<file path="src/rtl/mano_core_param.sv">
// mano_core_param: parametrised Mano accumulator CPU with on-chip program memory.
// Define MANO_STEP_EN to add a `step` input that gates each instruction at T0.
module mano_core_param #(
    parameter int DATA_W = 8,
    parameter int ADDR_W = 4
) (
    input  logic              clk,
    input  logic              rst,
    input  logic              start,
`ifdef MANO_STEP_EN
    input  logic              step,
`endif
    input  logic              prog_we,
    input  logic [ADDR_W-1:0] prog_addr,
    input  logic [DATA_W-1:0] prog_wdata,
    output logic [DATA_W-1:0] dbg_rdata,
    output logic [DATA_W-1:0] acc,
    output logic              e_flag,
    output logic [ADDR_W-1:0] pc,
    output logic [2:0]        tstate,
    output logic              halted
);

    localparam int DEPTH = 1 << ADDR_W;

    typedef enum logic [2:0] {
        T0   = 3'd0,
        T1   = 3'd1,
        T2   = 3'd2,
        T3   = 3'd3,
        T4   = 3'd4,
        IDLE = 3'd7
    } state_t;

    state_t state_q, state_d;

    logic [DATA_W-1:0] acc_q;
    logic              e_q;
    logic [ADDR_W-1:0] pc_q;
    logic [ADDR_W-1:0] mar_q;
    logic [DATA_W-1:0] mbr_q;
    logic [DATA_W-1:0] ir_q;
    logic [DATA_W-1:0] mem [DEPTH];

    logic              adv;
    logic [7:0]        op_hot;
    logic [DATA_W:0]   sum_m;
    logic [DATA_W:0]   sum_1;
    logic              unused_ir;

    logic ld_mar_pc;
    logic ld_mbr;
    logic inc_pc;
    logic ld_ir;
    logic ld_mar_addr;
    logic mem_wr;
    logic jmp;
    logic alu_cma;
    logic alu_inc;
    logic ld_a_m;
    logic add_m;
    logic and_m;

`ifdef MANO_STEP_EN
    assign adv = step;
`else
    assign adv = 1'b1;
`endif

    assign op_hot    = 8'd1 << ir_q[DATA_W-1 -: 3];
    assign sum_m     = {1'b0, acc_q} + {1'b0, mbr_q};
    assign sum_1     = {1'b0, acc_q} + 1'b1;
    // Middle IR bits carry no meaning; fold them away explicitly.
    assign unused_ir = ^ir_q;

    always_ff @(posedge clk) begin
        if (rst) begin
            state_q <= IDLE;
        end else begin
            state_q <= state_d;
        end
    end

    always_comb begin
        state_d     = state_q;
        ld_mar_pc   = 1'b0;
        ld_mbr      = 1'b0;
        inc_pc      = 1'b0;
        ld_ir       = 1'b0;
        ld_mar_addr = 1'b0;
        mem_wr      = 1'b0;
        jmp         = 1'b0;
        alu_cma     = 1'b0;
        alu_inc     = 1'b0;
        ld_a_m      = 1'b0;
        add_m       = 1'b0;
        and_m       = 1'b0;
        unique case (state_q)
            IDLE: begin
                if (start) begin
                    state_d = T0;
                end
            end
            T0: begin
                if (adv) begin
                    ld_mar_pc = 1'b1;
                    state_d   = T1;
                end
            end
            T1: begin
                ld_mbr  = 1'b1;
                inc_pc  = 1'b1;
                state_d = T2;
            end
            T2: begin
                ld_ir       = 1'b1;
                ld_mar_addr = 1'b1;
                state_d     = T3;
            end
            T3: begin
                state_d = T0;
                unique case (1'b1)
                    op_hot[0], op_hot[1], op_hot[2]: begin
                        ld_mbr  = 1'b1;
                        state_d = T4;
                    end
                    op_hot[3]: mem_wr  = 1'b1;
                    op_hot[4]: jmp     = 1'b1;
                    op_hot[5]: alu_cma = 1'b1;
                    op_hot[6]: alu_inc = 1'b1;
                    op_hot[7]: state_d = IDLE;
                    default:   state_d = T0;
                endcase
            end
            T4: begin
                ld_a_m  = op_hot[0];
                add_m   = op_hot[1];
                and_m   = op_hot[2];
                state_d = T0;
            end
            default: state_d = IDLE;
        endcase
    end

    always_ff @(posedge clk) begin
        if (rst) begin
            acc_q <= '0;
            e_q   <= 1'b0;
            pc_q  <= '0;
            mar_q <= '0;
            mbr_q <= '0;
            ir_q  <= '0;
        end else begin
            if (ld_mar_pc) begin
                mar_q <= pc_q;
            end
            if (ld_mar_addr) begin
                mar_q <= mbr_q[ADDR_W-1:0];
            end
            if (ld_mbr) begin
                mbr_q <= mem[mar_q];
            end
            if (ld_ir) begin
                ir_q <= mbr_q;
            end
            if (inc_pc) begin
                pc_q <= pc_q + 1'b1;
            end
            // MAR already holds the address field by T3.
            if (jmp) begin
                pc_q <= mar_q;
            end
            unique case (1'b1)
                ld_a_m:  acc_q <= mbr_q;
                add_m:   {e_q, acc_q} <= sum_m;
                and_m:   acc_q <= acc_q & mbr_q;
                alu_cma: acc_q <= ~acc_q;
                alu_inc: {e_q, acc_q} <= sum_1;
                default: acc_q <= acc_q;
            endcase
        end
    end

    // Memory survives reset; only the write strobes are blocked by it.
    always_ff @(posedge clk) begin
        if (!rst) begin
            if (mem_wr) begin
                mem[mar_q] <= acc_q;
            end else if (state_q == IDLE && prog_we) begin
                mem[prog_addr] <= prog_wdata;
            end
        end
    end

    assign dbg_rdata = mem[prog_addr];
    assign acc       = acc_q;
    assign e_flag    = e_q;
    assign pc        = pc_q;
    assign tstate    = state_q;
    assign halted    = (state_q == IDLE);

endmodule

</file>
<file path="config.mk">
export PLATFORM = sky130hd
export DESIGN_NAME = mano_core_param
export DESIGN_NICKNAME = d
export VERILOG_FILES = /design/src/rtl/mano_core_param.sv
export SDC_FILE = /design/constraint.sdc
export NUM_CORES = 1
export LEC_CHECK = 0
export BUFFER_PORTS_ARGS = -buffer_cell sky130_fd_sc_hd__buf_2
export CORE_MARGIN = 2
export CORE_UTILIZATION = 41
export CTS_BUF_LIST = sky130_fd_sc_hd__clkbuf_2 sky130_fd_sc_hd__clkbuf_4 sky130_fd_sc_hd__clkbuf_8
export CTS_CLUSTER_SIZE = 40
export DETAILED_ROUTE_END_ITERATION = 6
export SLEW_MARGIN = 10
export SYNTH_ARGS = -nofsm -noshare
export SYNTH_HDL_FRONTEND = slang
export SYNTH_SLANG_ARGS = --single-unit
</file>
<file path="constraint.sdc">
create_clock -name clk -period 3.9 [get_ports clk]
set_input_delay 0.39 -clock clk [delete_from_list [all_inputs] [get_ports clk]]
set_output_delay 0.39 -clock clk [all_outputs]
set_load 0.01 [all_outputs]
</file>
==> summary by stage, run 1 <==
Synth
In this run, synthesis inferred 128 flip-flops with an integrated enable. Yosys instantiated no cell more often than sky130_fd_sc_hd__edfxtp_1. The synthesized design contains around 160 register bits.

The share of flip-flops with an asynchronous set or reset after synthesis is 0%. Sequential elements use between 50% and 60% of the synthesized area. In the post-synthesis netlist, the biggest area contributors are sky130_fd_sc_hd__edfxtp_1, sky130_fd_sc_hd__mux4_2, sky130_fd_sc_hd__dfxtp_1. Sorting the synthesized cells by how often they occur yields sky130_fd_sc_hd__edfxtp_1, sky130_fd_sc_hd__mux4_2, sky130_fd_sc_hd__dfxtp_1, sky130_fd_sc_hd__nor2_1, sky130_fd_sc_hd__a21oi_1.

Synthesis produced 524 cells. The leading register cell type out of synthesis is sky130_fd_sc_hd__edfxtp_1. The synthesized netlist occupies a cell area of 0.00803 sq mm. Yosys mapped the design onto 61 distinct sky130hd cell types. A synthesized cell averages 15.3 sq um. The top cell type by area accounts for between 40% and 50% of the synthesized area. The total nets after synthesis is about 550.

For this run, the number of Yosys warnings is 0. The biggest area contributor in the post-synthesis netlist is sky130_fd_sc_hd__edfxtp_1.

Power
Power spread over the standard cell area amounts to 466 mW/mm^2. Combinational cells account for roughly a fifth of the total power. Net switching is approximately 30% of the power. The clock network accounts for roughly 29% of the total power. The reported leakage power is between 2 and 3 nW. The maximum resistive drop on vdd is a little over 400 uV. Sequential cells burn roughly 51% of the power. The internal power of the cells totals a little under 3 mW. The net switching power is ~1.2 mW.

Placement
Detailed placement ended at an HPWL of approximately 14000 um. The placer's final routability congestion estimate is about 0.84. At the placement stage, the worst setup path has a slack of approximately 0.84 ns. The count of input and output buffers is 40.

Timing
The time the final worst path needs with I/O delays and setup is just over 3 ns. Adding up every negative setup slack in the final design gives 0 ns. The final critical-path share of the clock period is between 70% and 80%. The final-report setup violation count is 0. The final setup skew is between 0.01 and 0.015 ns. Setup repair after global routing left no endpoint under its margin. The count of pins over their slew limit is 0. The final hold violation count was 0. The worst slew slack as a fraction of its limit is 37.1%. The worst path meets setup with a little under 0.8 ns of slack. For the pin with the worst max-slew slack, the measured transition is 0.939 ns.

The highest achievable clock rate is 321 MHz.

Route
In this run, the number of DRC markers left after iteration 0 of detailed routing was approximately 360. The detailed-route wire length per cell is roughly 25 um. After detailed routing, the total wire length is around 21000 um. For this run, design rule violations remaining after detail routing come to 0. Before antenna repair, the detailed router went through 5 iterations. Using the TritonRoute via totals, the vias-per-cell ratio works out to slightly above 6. The count of nets left with antenna violations after detail routing is 0.

The routed layout has around 5100 vias.

Clocking
Counting every sink on the clock net gives approximately 160. Gates resized during post-CTS repair numbered 0. The number of buffers inserted by post-CTS setup repair is 0. The clock slew at the register clock pins of the worst setup and hold paths is 0.08 ns. The number of hold buffers added after cts is 0. The number of buffers added by the clock tree synthesis step is 17. The TritonCTS clock tree is yes. The clock tree synthesis step divided the H-tree into 4 levels. No sink is reached through more buffers than the 2 on the longest clock path.

The clock root buffer is sky130_fd_sc_hd__clkbuf_8. The clock insertion delay at the later pin of the skew report is between 0.4 and 0.5 ns.

Worst setup path
The endpoint arrival time on the critical path is about 3.2 ns. The data required time at the worst endpoint is 3.97 ns. STA classifies the critical path startpoint as a register.

For this run, the slowest stage of the critical path takes between 0.7 and 0.8 ns. The largest fanout on the critical path is 17. The slowest stage of the critical path is the sky130_fd_sc_hd__dfxtp_1 cell. The signal on the critical path passes through and3_2 > and3_1 > mux2i_1 > o22a_1 > nor2_1. The critical path class is register to register. The element type at the critical path end is a register.

Global route
The initial antenna violation count is 0. The overall routing resource usage is 21.0%. Entering global routing, the biggest net connects 37 pins. The remaining global-route overflow is 0. The via count of the first global-routing pass was between 5000 and 6000. The first global-routing pass estimated between 30000 and 40000 um of wire.

Die
During I/O placement, the number of pins put on the boundary was just over 40. The area of the die is about 0.021 sq mm. The floorplan has between 50 and 60 rows.

The die extent in y is between 100 and 150 um. Once the floorplan was initialized, standard cells occupied about two fifths of the core. From left edge to right edge, the die measures about 140 um.

The floorplan core area is just under 0.02 sq mm.

Final layout
Counting the fill cells in the layout gives about 1700. The number of nets at the end of the flow is around 600. The number of antenna diodes is 0. Relative to the synthesized area, the layout overhead comes to 10.4%. Cells fill between 40% and 50% of the core in the end. Of the cells placed in the final design, the portion with a size suffix greater than 1 is 29.7%.

Outcome
The flow ran to the end, and the final reports show no timing, DRC or antenna violations.

Worst hold path
The tightest min-delay check is of the input port to register type.

Run
The number of max-cap violations is 0.
==> per-stage QoR <==
| stage | hold slack, ns | std cells | cell area (sq um) | total power, mW |
|---|---|---|---|---|
| global route | 0.290 | 837 | 8870 | 4.33 |
| finish | 0.289 | 837 | 8870 | 4.14 |
| detailed placement | 0.512 | 805 | 8490 | 2.99 |
| CTS | 0.248 | 837 | 8870 | 4.16 |
| global placement | 0.497 | 805 | 8490 | 2.97 |
| floorplan | 0.473 | 524 | 8030 | 2.71 |
==> cell usage in the layout (no fill, tap or decap), types with 4 or more instances in the layout <==
| master | n |
|---|---|
| sky130_fd_sc_hd__edfxtp_1 | 128 |
| sky130_fd_sc_hd__mux4_2 | 72 |
| sky130_fd_sc_hd__buf_2 | 40 |
| sky130_fd_sc_hd__nor2_1 | 30 |
| sky130_fd_sc_hd__dfxtp_1 | 30 |
| sky130_fd_sc_hd__a21oi_1 | 24 |
| sky130_fd_sc_hd__a211oi_1 | 20 |
| sky130_fd_sc_hd__nand2_1 | 17 |
| sky130_fd_sc_hd__clkbuf_8 | 17 |
| sky130_fd_sc_hd__o21ai_0 | 16 |
| sky130_fd_sc_hd__mux2i_1 | 14 |
| sky130_fd_sc_hd__a31oi_1 | 10 |
| sky130_fd_sc_hd__nor2b_1 | 10 |
| sky130_fd_sc_hd__ha_1 | 10 |
| sky130_fd_sc_hd__buf_4 | 10 |
| sky130_fd_sc_hd__inv_1 | 9 |
| sky130_fd_sc_hd__mux2_2 | 9 |
| sky130_fd_sc_hd__nand3_1 | 9 |
| sky130_fd_sc_hd__a22o_1 | 8 |
| sky130_fd_sc_hd__and3_1 | 4 |
| sky130_fd_sc_hd__nor3_1 | 4 |
| sky130_fd_sc_hd__xor2_1 | 4 |
| sky130_fd_sc_hd__xnor2_1 | 4 |
| sky130_fd_sc_hd__a221oi_1 | 4 |
| sky130_fd_sc_hd__o2bb2ai_1 | 4 |
| sky130_fd_sc_hd__clkinv_1 | 4 |
| sky130_fd_sc_hd__clkinv_4 | 4 |
==> final timing paths <==
path / startpoint / depth (start not counted) / slack [ns] / endpoint
hold reg to reg: pc[3] / 2 / 0.52 / pc[3]
setup / recovery: tstate[1] / 5 / 0.78 / mem[15][4]
hold / removal: start / 3 / 0.29 / tstate[1]
setup reg to reg: tstate[1] / 5 / 0.78 / mem[15][4]
==> per-layer routing <==
layer	vias up	global-route usage [%]	routed length, um
met5	-	0	0
met4	0	5.16	318
met3	26	6.72	1740
met2	237	33.0	9790
met1	2618	28.6	8810
li1	2244	-	-
==> logic make-up (layout without fill, tap and decap cells) <==
| kind of cell | count (synthesis) | after routing | share of synthesized area (%) |
|---|---|---|---|
| xor+xnor | 8 | 8 | 0.872 |
| compound gates | 112 | 112 | 9.84 |
| simple gates | 94 | 94 | 6.12 |
| mux | 95 | 95 | 23.2 |
| buf+inv | 45 | 93 | 2.60 |
| flops | 159 | 159 | 55.6 |
| fa+ha+maj | 11 | 11 | 1.81 |
==> worst max-delay path, delay by kind of cell (launching register included) <==
family,cells,cell delay [ns]
compound gates,1,0.27
mux,1,0.19
flops,1,0.76
simple gates,3,1.52
==> power by group through the flow <==
stage          sequential, mW  combinational [mW]  clock (mW)
3_3_place_gp             2.14               0.830           0
2_1_floorplan            2.07               0.635           0
3_5_place_dp             2.15               0.845           0
5_1_grt                  2.12               0.926        1.28
6_report                 2.11               0.845        1.18
4_1_cts                  2.11               0.848        1.20
==> registers in the layout (all words and copies together), names as in the netlist <==
register / count
acc: 8
e_flag: 1
ir_q: 3
mar_q: 4
mbr_q: 8
mem: 128
pc: 4
tstate: 3
==> final cells by class <==
type / instances / area (sq um) / share of cell area [%]
Clock buffer: 17 / 234 / 2.64
Sequential cell: 159 / 4470 / 50.3
Tap cell: 265 / 332 / 3.74
Inverter: 10 / 37.5 / 0.423
Clock inverter: 15 / 146 / 1.65
Multi-Input combinational cell: 320 / 3360 / 37.9
Timing Repair Buffer: 51 / 295 / 3.33
No activity file was read; power rests on OpenSTA's default activity.
==> run 2: changes to the inputs <==
Clock period 3.9 ns to 2.7 ns, I/O delays scaled along.
==> run 2 against run 1 <==
Utilization increased by 1.3 points. Maximum frequency rose by 32%. Routed wire length up 5.6%. Total power up 45%. Clock-buffer cell count grew 1. Die area is the same. Flip-flop and latch count unchanged. Global-route usage is 0.89 points higher. Sequential share of layout area shrank 1.4 points.
==> summary by stage, run 2 (synthesized netlist as in run 1, its figures left out) <==
Worst setup path
STA classifies the critical path endpoint as a register. Traced cell by cell, the critical path runs through and3_2 > and3_1 > mux2i_1 > o22a_1 > nor2_1 > buf_4. The buffer and inverter count on the worst path is 1. For this design, the slowest cell found on the critical path is sky130_fd_sc_hd__and3_1. In this design, the stage delay of the slowest critical-path cell is roughly 0.50 ns. The endpoint arrival time on the critical path is between 2 and 3 ns. The data required time at the worst endpoint is between 2 and 3 ns. The kind of cell adding the most delay to the critical path is simple AND/OR/NAND/NOR gates. STA classifies the critical path startpoint as a register. The setup path with the least slack is of type register to register.

The largest fanout on the critical path is 14.

Clocking
The number of buffers inserted by post-CTS setup repair is 0. The number of hold buffers added after CTS was 0. The maximum count of clock buffers along a single path is 2. The H-tree generated during clock tree synthesis spans 4 levels. In this run the clock root is driven by a sky130_fd_sc_hd__clkbuf_8. Counting every sink on the clock net gives between 150 and 200.

Clock latency on the worst-skew pair, taken at its later pin, is between 0.4 and 0.5 ns. The number of buffers added by the clock tree synthesis step is 17. The number of gates resized after CTS is 0. TritonCTS built the clock tree. After clock tree synthesis, the clock-pin slew on the worst setup and hold paths is roughly 0.09 ns.

Timing
The worst slew slack as a fraction of its limit is a little over two fifths. Setup violations remaining at the end of the flow were counted as 0. The count of pins over their slew limit is 0.

At the pin with the least slew margin, the transition time is 0.847 ns. The worst path setup slack after routing is 0.341 ns. Subtracting the final worst setup slack from the clock period gives about 2.4 ns. Setup repair after global routing left no endpoint under its margin. Dividing the final minimum period by the clock period gives 87.4%. The final sum of negative setup slack is 0 ns. The clock arrives with 0.0107 ns of skew. The final hold violation count came to 0.

Based on the critical path, the design can be clocked at up to 424 MHz.

Final layout
The register with the most flip-flops in the layout has approximately 130 of them. The register with the most flip-flops is mem. The area growth from synthesis to layout is 13.7%. After filler insertion, the fill cell instance count of the layout stands at roughly 1700. The final layout contains 620 nets. Once layout is complete, the cells apart from fillers number 871. The library cells used most frequently in the layout, excluding fill and tap cells, are sky130_fd_sc_hd__edfxtp_1, sky130_fd_sc_hd__mux4_2, sky130_fd_sc_hd__buf_4. The library cell used most frequently in the layout, excluding fill and tap cells, is sky130_fd_sc_hd__edfxtp_1. The layout cell share with drive strength beyond 1 is 34.2%. The final standard cell area without fillers is about 0.0091 sq mm. The number of antenna diodes is 0.

Global route
The total overflow left after global routing is 0. The via count of the first global-routing pass was 5330. For this run, the total global-route usage over all layers was measured as a little over a fifth.

The maximum number of pins on one net before global-route repair is 36. The first global-routing pass estimated approximately 32000 um of wire. The initial antenna violation count is 1.

Placement
The congestion estimate from routability-driven global placement came to slightly below 0.9. The count of buffers added on input and output ports is 40. Summed over all nets, the half-perimeter wirelength after detailed placement is 15600 um. Counting tap cells, the placed design contains a total of 839 instances.

After detailed placement, the total cell area comes to 0.00876 sq mm. The worst slack after detailed placement is between 0.3 and 0.4 ns.

Die
After floorplanning, the core was sized to cover between 0.015 and 0.02 sq mm. The initial core utilization is slightly above 40%. The floorplan step defined a die boundary enclosing roughly 0.021 sq mm. From left edge to right edge, the die measures 144 um.

The die extent in y is 144 um. The I/O pin count is slightly above 40. The number of placement rows is 51.

Outcome
The run finished with clean final reports.

Route
The pre-antenna-repair detailed-routing pass consisted of 4 iterations. The violation count after the first detailed-routing iteration is around 460. The overall routed net length is about 22000 um. In the routed design, unresolved DRC markers number 0. Dividing the detail-routed via count by the number of cells gives between 6 and 7.

Dividing the detail-routed wire length by the instance count gives 25.0 um. The total number of vias is between 5000 and 6000. The count of nets left with antenna violations after detail routing is 0.

Power
The maximum resistive drop on vdd is 520 uV. The power density over the cells is roughly 660 mW/mm^2. The analysis attributes to cell leakage a power of 3.15 nW.

Worst hold path
The path class of the lowest-slack min-delay path is input port to register.

Run
Max-cap violations in this run came to 0.
run 2: cell type report:
class / instances / area [sq um] / area share (%)
clock buffers: 18 / 241 / 2.64
clock inverters: 14 / 131 / 1.44
inverters: 10 / 37.5 / 0.411
multi-input cells: 320 / 3360 / 36.8
flip-flops and latches: 159 / 4470 / 48.9
well taps: 265 / 332 / 3.63
repair buffers: 85 / 563 / 6.17
run 2: layer usage:
metal | track usage (%) | part of all wire [%] | routed length [um]
met1 | 28.1 | 41 | 8860
met2 | 36.3 | 50 | 10800
met3 | 6.13 | 7.2 | 1580
met4 | 6.76 | 2.4 | 516
met5 | 0 | 0.060 | 13
run 2: where the power goes:
group          internal (mW)  total, mW  switching (mW)  leakage [nW]
clock network          0.753       1.68           0.930         0.187
logic                  0.578       1.33           0.749          1.52
registers               2.84       2.98           0.145          1.44
run 2: worst reg2reg max path: stages (launching register included):
cell	delay (ns)
sky130_fd_sc_hd__dfxtp_1	0.49
sky130_fd_sc_hd__and3_2	0.25
sky130_fd_sc_hd__and3_1	0.50
sky130_fd_sc_hd__mux2i_1	0.18
sky130_fd_sc_hd__o22a_1	0.26
sky130_fd_sc_hd__nor2_1	0.20
sky130_fd_sc_hd__buf_4	0.21
run 2: stage by stage:
stage	power [mW]	util, %	hold slack [ns]
5_1_grt	6.25	47.2	0.134
4_1_cts	6.03	47.2	0.133
3_5_place_dp	4.36	45.3	0.513
6_report	5.99	47.2	0.155
2_1_floorplan	3.91	-	0.473
3_3_place_gp	4.33	45.3	0.502
run 2: path summary, 6_finish.rpt:
kind | from | slack (ns) | cells past startpoint | end
worst min register to register | pc[3] | 0.53 | 2 | pc[3]
worst min-delay path | start | 0.16 | 3 | tstate[1]
worst max register to register | tstate[2] | 0.34 | 6 | mem[14][5]
worst max-delay path | tstate[2] | 0.34 | 6 | mem[14][5]
==> run 3: changes to the inputs <==
Settings changed: BUFFER_PORTS_ARGS -buffer_cell sky130_fd_sc_hd__buf_2 to -buffer_cell sky130_fd_sc_hd__buf_4.
==> run 3 against run 2 <==
Design area rose by 0.73%. Clock skew rose by 0.0014 ns. Global-route usage fell by 0.66 points. Register-to-register slack improved by 0.04 ns. Critical endpoint is now dbg_rdata[7]. Largest power group unchanged.
==> summary by stage, run 3 (synthesized netlist as in run 1, its figures left out) <==
Final layout
After the last flow step, the layout net total stands at a little over 600. The share of the core filled with cells is between 40% and 50%. The fill cell total of the finished layout is ~1700. Of the cells placed in the final design, the portion with a size suffix greater than 1 is about 34%. From synthesis to final layout, the design area changed by 14.5%.

The register with the most flip-flops in the layout has roughly 130 of them. In the layout the commonest cells are sky130_fd_sc_hd__edfxtp_1, sky130_fd_sc_hd__buf_4, sky130_fd_sc_hd__mux4_2. More flip-flops sit in one register than any other, and that register is mem.

The repair_antennas step left the layout with diodes totalling 0. The most common cell after layout, fill and taps aside is sky130_fd_sc_hd__edfxtp_1.

Route
The violation count after the first detailed-routing iteration is a little over 500. The number of iterations in the first detailed-routing pass is 6. Using the TritonRoute via totals, the vias-per-cell ratio works out to 6.00. The post-detailed-route DRC marker count is 0.

The detailed-route wire length per cell is 24.2 um. The total number of vias is about 5200. The final layout contains routed wiring with a total length of 21000 um. The detail route stage leaves a number of antenna-violating nets equal to 0.

Clocking
The number of buffers inserted by post-CTS setup repair is 0. The TritonCTS clock tree is yes. The clock insertion delay at the later pin of the skew report is ~0.46 ns.

The level count of the clock H-tree is 4. The maximum count of clock buffers along a single path is 2. The total number of clock tree sinks is roughly 160. In this run, CTS created clock tree buffers numbering 17.

The number of gates resized after CTS is 0. The number of hold buffers added after cts is 0. The clock root buffer is sky130_fd_sc_hd__clkbuf_8.

The clock slew at the register clock pins of the worst setup and hold paths is 0.09 ns.

Global route
The first global-routing pass estimated roughly 32000 um of wire. The via count of the first global-routing pass came to between 5000 and 6000. The maximum number of pins on one net before global-route repair is 37. The overall routing resource usage is about a fifth. The remaining global-route overflow is 0. The initial antenna violation count is 0.

Worst setup path
The most numerous cell on the critical path is sky130_fd_sc_hd__mux4_2. The cell with the biggest individual delay on the critical path is sky130_fd_sc_hd__mux4_2. STA puts the critical path data required time at 2.43 ns. The critical path goes through mux4_2 > mux4_2 > buf_4.

The worst stage delay on the critical path is ~0.52 ns. STA classifies the critical path startpoint as a register. For the worst setup path, the data arrival time is approximately 2.1 ns.

The largest fanout on the critical path is 2. The element type at the critical path end is an output port. The worst setup path is of the register to output port kind.

Timing
Subtracting the final worst setup slack from the clock period gives between 2 and 2.5 ns. The final-report setup violation count is 0. Once routing completed, OpenROAD measured the worst setup slack at 0.347 ns. The worst slew slack as a fraction of its limit is around half.

The final hold violation count is 0. Of the available clock period, the critical path in the final layout requires 87.2%. The final sum of negative setup slack is 0 ns. Based on the critical path, the design can be clocked at up to 425 MHz. For the final database, setup skew stands at between 0.01 and 0.015 ns. For the pin with the worst max-slew slack, the measured transition is about 0.76 ns.

The count of pins over their slew limit was 0. Setup repair after global routing left no endpoint under its margin.

Placement
The count of input and output buffers is 40. The placer's final routability congestion estimate is between 0.9 and 1. The post-detailed-placement half-perimeter wirelength is 15100 um.

Timing analysis after detailed placement gives a worst setup slack of approximately 0.37 ns.

Die
The initial core utilization is between 40% and 50%. The die covers 0.0207 sq mm. The I/O pin count is a little over 40. The number of placement rows is a little over 50. The die extent in y is between 100 and 150 um. The overall die width is roughly 140 um. The floorplan core area is around 0.019 sq mm.

Power
The power density over the cells is roughly 650 mW/mm^2. The analysis attributes to cell leakage a power of 3.15 nW. The maximum resistive drop on vdd is slightly above 400 uV. Total power for the finished layout comes to around 6 mW.

Outcome
The flow ran to the end, and the final reports show no timing, DRC or antenna violations.

Worst hold path
The path class of the lowest-slack min-delay path is input port to register.

Run
The number of max-cap violations is 0.
run 3: changes by cell type in the layout (fill, tap and decap cells not counted), sizes merged:
cell / change
bufinv: -1
clkinvlp: -1
buf: -1
clkbuf: -1
inv: +3
run 3: area by class of cell:
cell class | instances | area (sq um) | area share, %
clock buffer | 17 | 234 | 2.54
sequential | 159 | 4470 | 48.6
clock inverter | 15 | 125 | 1.36
multi-input combinational | 320 | 3360 | 36.5
inverter | 10 | 37.5 | 0.408
tap | 265 | 332 | 3.60
timing repair buffer | 84 | 643 | 6.99
run 3: worst paths after layout:
path | start | to | slack [ns] | cells after the start
worst min register to register | pc[3] | pc[3] | 0.53 | 2
worst min-delay path | rst | ir_q[5] | 0.11 | 2
worst max register to register | tstate[2] | mem[5][6] | 0.38 | 7
worst max-delay path | mem[7][7] | dbg_rdata[7] | 0.35 | 3
run 3: routing by layer:
layer	share of wire (%)	GRT usage, %
met1	43	28.3
met2	50	35.9
met5	0	0
met4	1.1	4.23
met3	5.9	5.07
run 3: worst max-delay path: cells and delay by family (launching register included):
kind | cells | cell delay [ns]
muxes | 2 | 1.03
DFF | 1 | 0.43
buffers and inverters | 1 | 0.17
run 3: where the power goes:
part / internal (mW) / switching [mW] / leakage, nW
logic: 0.618 / 0.763 / 1.53
registers: 2.84 / 0.139 / 1.44
clock network: 0.665 / 0.964 / 0.182
total: 4.12 / 1.87 / 3.15
run 3: metrics by stage:
stage                     hold slack [ns]  std cells  cell area, sq um
after detailed placement            0.517        838              8840
after global routing               0.0813        870              9200
final                               0.110        870              9200
after floorplan                     0.473        524              8030
after global placement              0.500        838              8840
after CTS                          0.0836        870              9200
